===== config.mk =====
export PLATFORM = sky130hd
export DESIGN_NAME = spi_adc_responder
export DESIGN_NICKNAME = d
export VERILOG_FILES = /design/src/rtl/spi_adc_responder.sv
export SDC_FILE = /design/constraint.sdc
export NUM_CORES = 1
export LEC_CHECK = 0
export CORE_AREA = 2 2 79 81
export DETAILED_ROUTE_END_ITERATION = 16
export DIE_AREA = 0 0 81 83
export DONT_BUFFER_PORTS = 1
export PLACE_DENSITY = 0.75
export REMOVE_ABC_BUFFERS = 1
export SLEW_MARGIN = 20
export SYNTH_ARGS = -nofsm -noshare
export SYNTH_HDL_FRONTEND = slang
export SYNTH_SLANG_ARGS = --single-unit

===== constraint.sdc =====
create_clock -name clk_clk -period 2.8 [get_ports clk_clk]
set_input_delay 0.56 -clock clk_clk [delete_from_list [all_inputs] [get_ports clk_clk]]
set_output_delay 0.56 -clock clk_clk [all_outputs]
set_load 0.02 [all_outputs]

===== src/rtl/spi_adc_responder.sv =====
// ---------------------------------------------------------------------------
// spi_adc_responder
//
// SPI mode-0 (CPOL=0, CPHA=0) slave that stands in for the board ADC at the
// far end of the Nios II SPI master link.  Each frame returns
// {channel, sample, zero pad} MSB first on MISO while the command shifted
// in on MOSI selects the channel returned by the *next* frame.
//
// Ports:
//   clk_clk        system clock
//   reset_reset_n  asynchronous active-low reset
//   spi_sclk       SPI clock from master (idle low)
//   spi_ss_n       slave select, active low
//   spi_mosi       master-out data
//   spi_miso       slave-out data, MSB first
//   spi_miso_oe    MISO output enable, high while selected
//   sample_data    flattened samples, channel k at [k*DATA_W +: DATA_W]
//   rx_data        last complete command word
//   rx_valid       one-cycle pulse when rx_data updates
//   frame_error    one-cycle pulse when a frame is aborted
//   busy           high while a frame is in progress
//   cur_channel    channel returned by the next frame
// ---------------------------------------------------------------------------
module spi_adc_responder #(
    parameter int FRAME_BITS  = 16,
    parameter int DATA_W      = 12,
    parameter int CH_W        = 3,
    parameter int SYNC_STAGES = 2
) (
    input  logic                           clk_clk,
    input  logic                           reset_reset_n,
    input  logic                           spi_sclk,
    input  logic                           spi_ss_n,
    input  logic                           spi_mosi,
    output logic                           spi_miso,
    output logic                           spi_miso_oe,
    input  logic [(2**CH_W)*DATA_W-1:0]    sample_data,
    output logic [FRAME_BITS-1:0]          rx_data,
    output logic                           rx_valid,
    output logic                           frame_error,
    output logic                           busy,
    output logic [CH_W-1:0]                cur_channel
);

    localparam int CNT_W = $clog2(FRAME_BITS + 1);
    localparam int PAD_W = FRAME_BITS - CH_W - DATA_W;

    typedef enum logic [1:0] {
        IDLE,
        SHIFT,
        WAIT_DESELECT
    } state_t;

    state_t state, state_n;

    logic [SYNC_STAGES-1:0] sclk_sync;
    logic [SYNC_STAGES-1:0] ss_sync;
    logic [SYNC_STAGES-1:0] mosi_sync;
    logic [SYNC_STAGES-1:0] flush;
    logic                   sclk_d;
    logic                   ss_d;
    logic                   armed;

    logic sclk_s, ss_s, mosi_s;
    logic sclk_rise, sclk_fall, ss_rise, ss_fall;

    logic [FRAME_BITS-2:0]  tx_shift;
    logic [FRAME_BITS-2:0]  rx_shift;
    logic [CNT_W-1:0]       bit_cnt;
    logic [DATA_W-1:0]      sample_sel;
    logic [FRAME_BITS-1:0]  tx_word;
    logic [FRAME_BITS-1:0]  rx_word;
    logic                   last_bit;

    logic start_frame, shift_in, shift_out, frame_done, abort, deselect;

    assign sclk_s = sclk_sync[SYNC_STAGES-1];
    assign ss_s   = ss_sync[SYNC_STAGES-1];
    assign mosi_s = mosi_sync[SYNC_STAGES-1];

    assign sclk_rise =  sclk_s & ~sclk_d;
    assign sclk_fall = ~sclk_s &  sclk_d;
    assign ss_rise   =  ss_s   & ~ss_d;
    assign ss_fall   = ~ss_s   &  ss_d;

    assign sample_sel = sample_data[cur_channel*DATA_W +: DATA_W];
    assign tx_word    = {cur_channel, sample_sel, {PAD_W{1'b0}}};
    assign rx_word    = {rx_shift, mosi_s};
    assign last_bit   = (bit_cnt == CNT_W'(FRAME_BITS - 1));

    // Input synchronizers plus one edge-detect flop per control line.
    // The chains reset to the idle bus pattern, so a select that is already
    // low when reset releases would look like a falling edge.  'flush' marks
    // when the chain holds genuine pin samples, and 'armed' only rises once
    // ss_n has really been seen high, so that case never starts a frame.
    always_ff @(posedge clk_clk or negedge reset_reset_n) begin
        if (!reset_reset_n) begin
            sclk_sync <= '0;
            ss_sync   <= '1;
            mosi_sync <= '0;
            sclk_d    <= 1'b0;
            ss_d      <= 1'b1;
            flush     <= '0;
            armed     <= 1'b0;
        end else begin
            sclk_sync <= {sclk_sync[SYNC_STAGES-2:0], spi_sclk};
            ss_sync   <= {ss_sync[SYNC_STAGES-2:0], spi_ss_n};
            mosi_sync <= {mosi_sync[SYNC_STAGES-2:0], spi_mosi};
            sclk_d    <= sclk_s;
            ss_d      <= ss_s;
            flush     <= {flush[SYNC_STAGES-2:0], 1'b1};
            armed     <= armed | (flush[SYNC_STAGES-1] & ss_s);
        end
    end

    always_ff @(posedge clk_clk or negedge reset_reset_n) begin
        if (!reset_reset_n) begin
            state <= IDLE;
        end else begin
            state <= state_n;
        end
    end

    // Next-state decode.  In SHIFT the final rising edge wins over a
    // simultaneous deselect so a frame that just completed is never flagged
    // as aborted.
    always_comb begin
        state_n     = state;
        start_frame = 1'b0;
        shift_in    = 1'b0;
        shift_out   = 1'b0;
        frame_done  = 1'b0;
        abort       = 1'b0;
        deselect    = 1'b0;
        case (state)
            IDLE: begin
                if (ss_fall && armed) begin
                    start_frame = 1'b1;
                    state_n     = SHIFT;
                end
            end
            SHIFT: begin
                if (sclk_rise && last_bit) begin
                    frame_done = 1'b1;
                    deselect   = ss_rise;
                    state_n    = ss_rise ? IDLE : WAIT_DESELECT;
                end else if (ss_rise) begin
                    abort   = 1'b1;
                    state_n = IDLE;
                end else if (sclk_rise) begin
                    shift_in = 1'b1;
                end else if (sclk_fall) begin
                    shift_out = 1'b1;
                end
            end
            WAIT_DESELECT: begin
                if (ss_rise) begin
                    deselect = 1'b1;
                    state_n  = IDLE;
                end
            end
            default: state_n = IDLE;
        endcase
    end

    // Frame datapath.  tx_shift holds only the bits not yet on MISO; the
    // current bit lives in the spi_miso flop itself, which is loaded with the
    // MSB on the same edge that enters SHIFT.
    always_ff @(posedge clk_clk or negedge reset_reset_n) begin
        if (!reset_reset_n) begin
            spi_miso    <= 1'b0;
            spi_miso_oe <= 1'b0;
            rx_data     <= '0;
            rx_valid    <= 1'b0;
            frame_error <= 1'b0;
            busy        <= 1'b0;
            cur_channel <= '0;
            tx_shift    <= '0;
            rx_shift    <= '0;
            bit_cnt     <= '0;
        end else begin
            rx_valid    <= 1'b0;
            frame_error <= 1'b0;

            if (start_frame) begin
                tx_shift    <= tx_word[FRAME_BITS-2:0];
                spi_miso    <= tx_word[FRAME_BITS-1];
                rx_shift    <= '0;
                bit_cnt     <= '0;
                busy        <= 1'b1;
                spi_miso_oe <= 1'b1;
            end

            if (shift_in) begin
                rx_shift <= rx_word[FRAME_BITS-2:0];
                bit_cnt  <= bit_cnt + CNT_W'(1);
            end

            if (shift_out) begin
                spi_miso <= tx_shift[FRAME_BITS-2];
                tx_shift <= {tx_shift[FRAME_BITS-3:0], 1'b0};
            end

            // Command of this frame picks the channel for the next one.
            if (frame_done) begin
                rx_data     <= rx_word;
                rx_valid    <= 1'b1;
                cur_channel <= rx_word[FRAME_BITS-1 -: CH_W];
                bit_cnt     <= bit_cnt + CNT_W'(1);
                spi_miso    <= 1'b0;
            end

            if (abort) begin
                frame_error <= 1'b1;
            end

            if (abort || deselect) begin
                busy        <= 1'b0;
                spi_miso_oe <= 1'b0;
                spi_miso    <= 1'b0;
            end
        end
    end

endmodule


# Word level (Yosys, flattened, before mapping)
# Cells that the tools add are included.
[op_classes] addsub=1 mul=1 div=0 order_cmp=0 eq_ne=4 n_shift=1 n_mux=38 bitwise_logic=10 reduce_logical=9
[ops] operator="$shiftx 96x8->12" count=1
[ops] operator="$mux 15" count=4
[ops] operator="$mux 1" count=25
[ops] operator="$mux 5" count=3
[ops] operator="$mux 2" count=4
[ops] operator="$pmux 2 s3" count=1
[ops] operator="$reduce_bool 2->1" count=3
[ops] operator="$add 5x1->5 const B" count=1
[ops] operator="$and 1x1->1" count=5
[ops] operator="$eq 5x4->1 const B" count=1
[ops] operator="$mul 3x2->5 const B" count=1
[ops] operator="$not 1->1" count=4
[ops] operator="$reduce_bool 4->1" count=1
[ops] operator="$reduce_bool 3->1" count=1
[ops] operator="$eq 2x1->1 const B" count=1
[ops] operator="$eq 2x2->1 const B" count=1
[ops] operator="$logic_and 1x1->1" count=2
[ops] operator="$logic_not 2->1" count=1
[ops] operator="$ne 2x2->1 const B" count=1
[ops] operator="$pmux 1 s2" count=1
[ops] operator="$logic_or 1x1->1" count=1
[ops] operator="$or 1x1->1" count=1
[totals] register_bits=71 latch_bits=0 mem_bits_rw=0 mem_bits_ro=0 memories=0

# Logic depth before layout (Yosys ltp)
[depth] word_depth=10 ltp_mapped=9 mapped_depth_nobuf=7

# Least setup slack after synthesis
# Ideal clock, no wire load.
[synth_timing] path_type="reg2reg" startpoint="register bit_cnt[0]" endpoint="register rx_shift[10]" setup_ps=121 arrival_ps=1880 required_ps=2679 slack_ps=799 stages_incl_launch_ff=10 n_path_buf=2 synth_period_minus_slack_ps=2001 path_cell_list="dfrtp_1 > ha_1 > and3_1 > ha_1 > nor3b_1 > and3_1 > clkbuf_2 > nor2_1 > buf_4 > a22o_1"
[synth_via] elab_chain_cells=5 elab_cells_between_ends=6 classes_between="eq/ne: 1; mux: 3; reduce/logical: 2"
[synth_lines] item="from (decl)" line_no="69" rtl="logic [CNT_W-1:0] bit_cnt;"
[synth_lines] item="from (signal assigned)" line_no="196" rtl="bit_cnt <= bit_cnt + CNT_W'(1);"
[synth_lines] item="from (signal assigned)" line_no="209" rtl="bit_cnt <= bit_cnt + CNT_W'(1);"
[synth_lines] item="$eq 5x4->1 *" line_no="89" rtl="assign last_bit = (bit_cnt == CNT_W'(FRAME_BITS - 1));"
[synth_lines] item="$logic_and 1x1->1 *" line_no="143" rtl="if (sclk_rise && last_bit) begin"
[synth_lines] item="$mux 1 *" line_no="143"
[synth_lines] item="$mux 1 *" line_no="135" rtl="case (state)"
[synth_lines] item="$mux 15 or $reduce_bool 2->1 (tied branches)"
[synth_lines] item="to (signal assigned)" line_no="195" rtl="rx_shift <= rx_word[FRAME_BITS-2:0];"
[synth_lines] item="to (decl)" line_no="68" rtl="logic [FRAME_BITS-2:0] rx_shift;"
# Mark *: on every way between the ends. The rest lies on a longest branch, timed or not.
# A chain may end at the register's enable or synchronous reset.

# Worst setup path in the final report
[layout_timing] startpoint="register bit_cnt[0]" endpoint="register bit_cnt[2]"
[layout_via] elab_chain_cells=6 elab_cells_between_ends=10 classes_between="add/sub: 1; eq/ne: 1; mux: 6; reduce/logical: 2"
[layout_lines] item="$eq 5x4->1" line_no="89"
[layout_lines] item="$logic_and 1x1->1" line_no="143"
[layout_lines] item="$mux 1" line_no="143"
[layout_lines] item="$mux 1" line_no="135"
[layout_lines] item="$mux 5" line_no="194" rtl="if (shift_in) begin"
[layout_lines] item="$mux 5" line_no="205" rtl="if (frame_done) begin"
# Several ways; a longest one is shown, not always the timed one.

==> results.cfg <==
[yosys]
synthArstFlopShare = 1.00
yosysWarnings = 0
synthCells = 250
ys.flop_type = dfrtp_1
yosysUniqueCellTypes = 41
synth_top_area_frac = 0.463
synthTopCellsByArea = dfrtp_1, mux4_2, mux2_2
syn_avg_cell_area_um2 = 13.8
synth_area_leader_cell = dfrtp_1
ys_seq_elements = 67
synth-edff-count = 0
syn-cell-area_um2 = 3460
synth-seq-area-share = 0.486

[layout]
n_antenna_cell = 0
layout-drive-gt1-share = 0.259
mostFrequentLayoutCells = dfrtp_1, mux4_2, mux2_2, a22o_1, mux2i_1
fillCellCount = 442
finalNonFillerCells = 326
syn2layout_area_growth_pct = 7.49
fin_util = 0.639
fin_nets = 353
final_common_cell = dfrtp_1

[detailed_routing]
dr_total_vias = 2122
avgRoutedWirePerCell_um = 19.9
drc_errors = 0
firstDrtPassIters = 4
drt_wl_total_um = 6490
via_per_inst = 6.51
drt_iter0_markers = 87
ant_nets = 0

[power_and_ir_drop]
switching_share = 0.282
pwr-share-seq = 0.492
power.leakage_nw = 1.61
pwr-share-clk = 0.340
power_density_nw_per_um2 = 689
intPower_w = 0.00184
switching_power_w = 0.000723
peakVddDrop_uv = 325
power_frac_comb = 0.167

[global_routing]
grt_pass1_vias = 2285
overflow = 0
grt_max_degree = 65
track_usage = 0.211
grt_pass1_wl_um = 10800
antenna_found_initial = 0

[clock_network]
ctsResizeCount = 0
clock_path_buffers = 2
numCtsBuffers = 9
cts_setup_buffers = 0
cts_htree_levels = 3
clock_sinks = 67
clk_latency_ps = 340
clockRootBuffer = clkbuf_8
clk_pin_slew_worst_paths_ps = 80
cts_tree = yes
postCtsHoldBufs = 1

[timing]
min_period_ps = 2160
max_freq_mhz = 464
hold_viol_final = 0
slew_headroom = 0.483
finalCritPeriodShare = 0.771
slew_violations = 0
setup_viol = 0
grt_setup_unrepaired = false
fin_skew_ps = 8.71
tightest_slew_ps = 775

[die]
die_area_um2 = 6720
core.rowCount = 28
fp.dieW_um = 81
io_pins = 125
core_area_um2 = 5820
start_util = 0.595
die_h_um = 83

[critical_path]
cp.required_ps = 3030
cp-start-kind = register
cp_data_arrival_time_ps = 2390
path_class = register to register
crit_chain = ha_1 -> and3_1 -> ha_1 -> o2111ai_1 -> mux2i_1 -> a21o_1
cp_max_fo = 11
end_kind = register
slowest_stage = o2111ai_1
cp_common_cell = ha_1
slowest_delay_ps = 640

[placement]
placed_cells = 309
gp_congestion = 0.808
place_hpwl_um = 4470
io_buffer_count = 0

[min_path]
holdCritPathClass = primary input to async pin

[flow_run]
drv_cap = 0

[status]
outcome = finished clean
## power by group through the flow
stage | combinational, W | sequential [W] | clock (W)
final | 0.000429 | 0.00126 | 0.000871
after global routing | 0.000479 | 0.00128 | 0.000941
after CTS | 0.000428 | 0.00126 | 0.000889
after detailed placement | 0.000405 | 0.00127 | 0
after global placement | 0.000388 | 0.00127 | 0
after floorplan | 0.000324 | 0.00124 | 0
## critical path: cells and delay by family (launching register included)
family | cells | cell delay (ps)
mux | 1 | 160
compound gates | 2 | 840
simple gates | 1 | 180
fa+ha+maj | 2 | 450
flops | 1 | 420
## Yosys cell counts (3+ instances only)
cell type and number:
dfrtp_1 64, mux4_2 19, a22o_1 16, mux2_2 16, mux2i_1 15, a221o_1 11
nor3_1 11, buf_2 8, inv_1 8, o21ai_0 7, buf_4 6, ha_1 6
nand2_1 6, mux4_1 5, nand3_1 5, nor2_1 5, a21o_1 4, a21oi_1 4
clkbuf_1 4, and3_1 3, dfstp_2 3
## cell families after synthesis
family                   Yosys count  share of synthesized area
AO/OA/AOI/OAI                     49                      0.113
adder cells (fa/ha/maj)            6                     0.0217
buffers and inverters             32                     0.0557
flip-flops                        67                      0.486
multiplexers                      55                      0.257
other                              1                    0.00108
AND/OR/NAND/NOR                   40                     0.0658
## state kept, by name (all words and copies together) (netlist names), 5 cells and up
name and cells:
rx_data 16, bit_cnt 5, rx_shift 15, tx_shift 14
## routing by layer
metal	global-route usage	wire length [um]	vias to the layer above
li1	-	-	957
met1	0.275	2700	1068
met2	0.340	3370	90
met3	0.0663	363	7
met4	0.0616	57	0
met5	0	0	-
## area by class of cell
class | count | area (um2) | area share
Tap cell | 75 | 93.8 | 0.0252
Inverter | 8 | 30.0 | 0.00808
Clock buffer | 10 | 128 | 0.0343
Timing Repair Buffer | 9 | 100 | 0.0269
Multi-Input combinational cell | 151 | 1600 | 0.429
Sequential cell | 67 | 1680 | 0.452
Clock inverter | 6 | 90.1 | 0.0242
## final timing paths
kind	startpoint	to	slack (ps)	cells after the start
setup reg to reg	bit_cnt[0]	bit_cnt[2]	640	6
setup / recovery	bit_cnt[0]	bit_cnt[2]	640	6
max in group asynchronous	reset_reset_n	rx_data[14]	2430	1
min in group clk_clk	spi_ss_n	ss_sync[0]	210	0
hold / removal	reset_reset_n	ss_d	50	0
hold reg to reg	sclk_sync[0]	sclk_sync[1]	350	0
## stage by stage
stage | cell area, um2 | hold WS, ps | setup TNS, ps | setup WS, ps | total power, W
after floorplan | 3300 | 264 | -1770 | -161 | 0.00156
final | 3720 | 54.7 | 0 | 643 | 0.00256
after detailed placement | 3470 | 266 | 0 | 658 | 0.00168
after global placement | 3470 | 267 | 0 | 710 | 0.00166
after global routing | 3720 | 27.8 | 0 | 484 | 0.00270
after CTS | 3720 | 40.7 | 0 | 651 | 0.00258
Note: power is estimated with default switching activity, not from simulation.
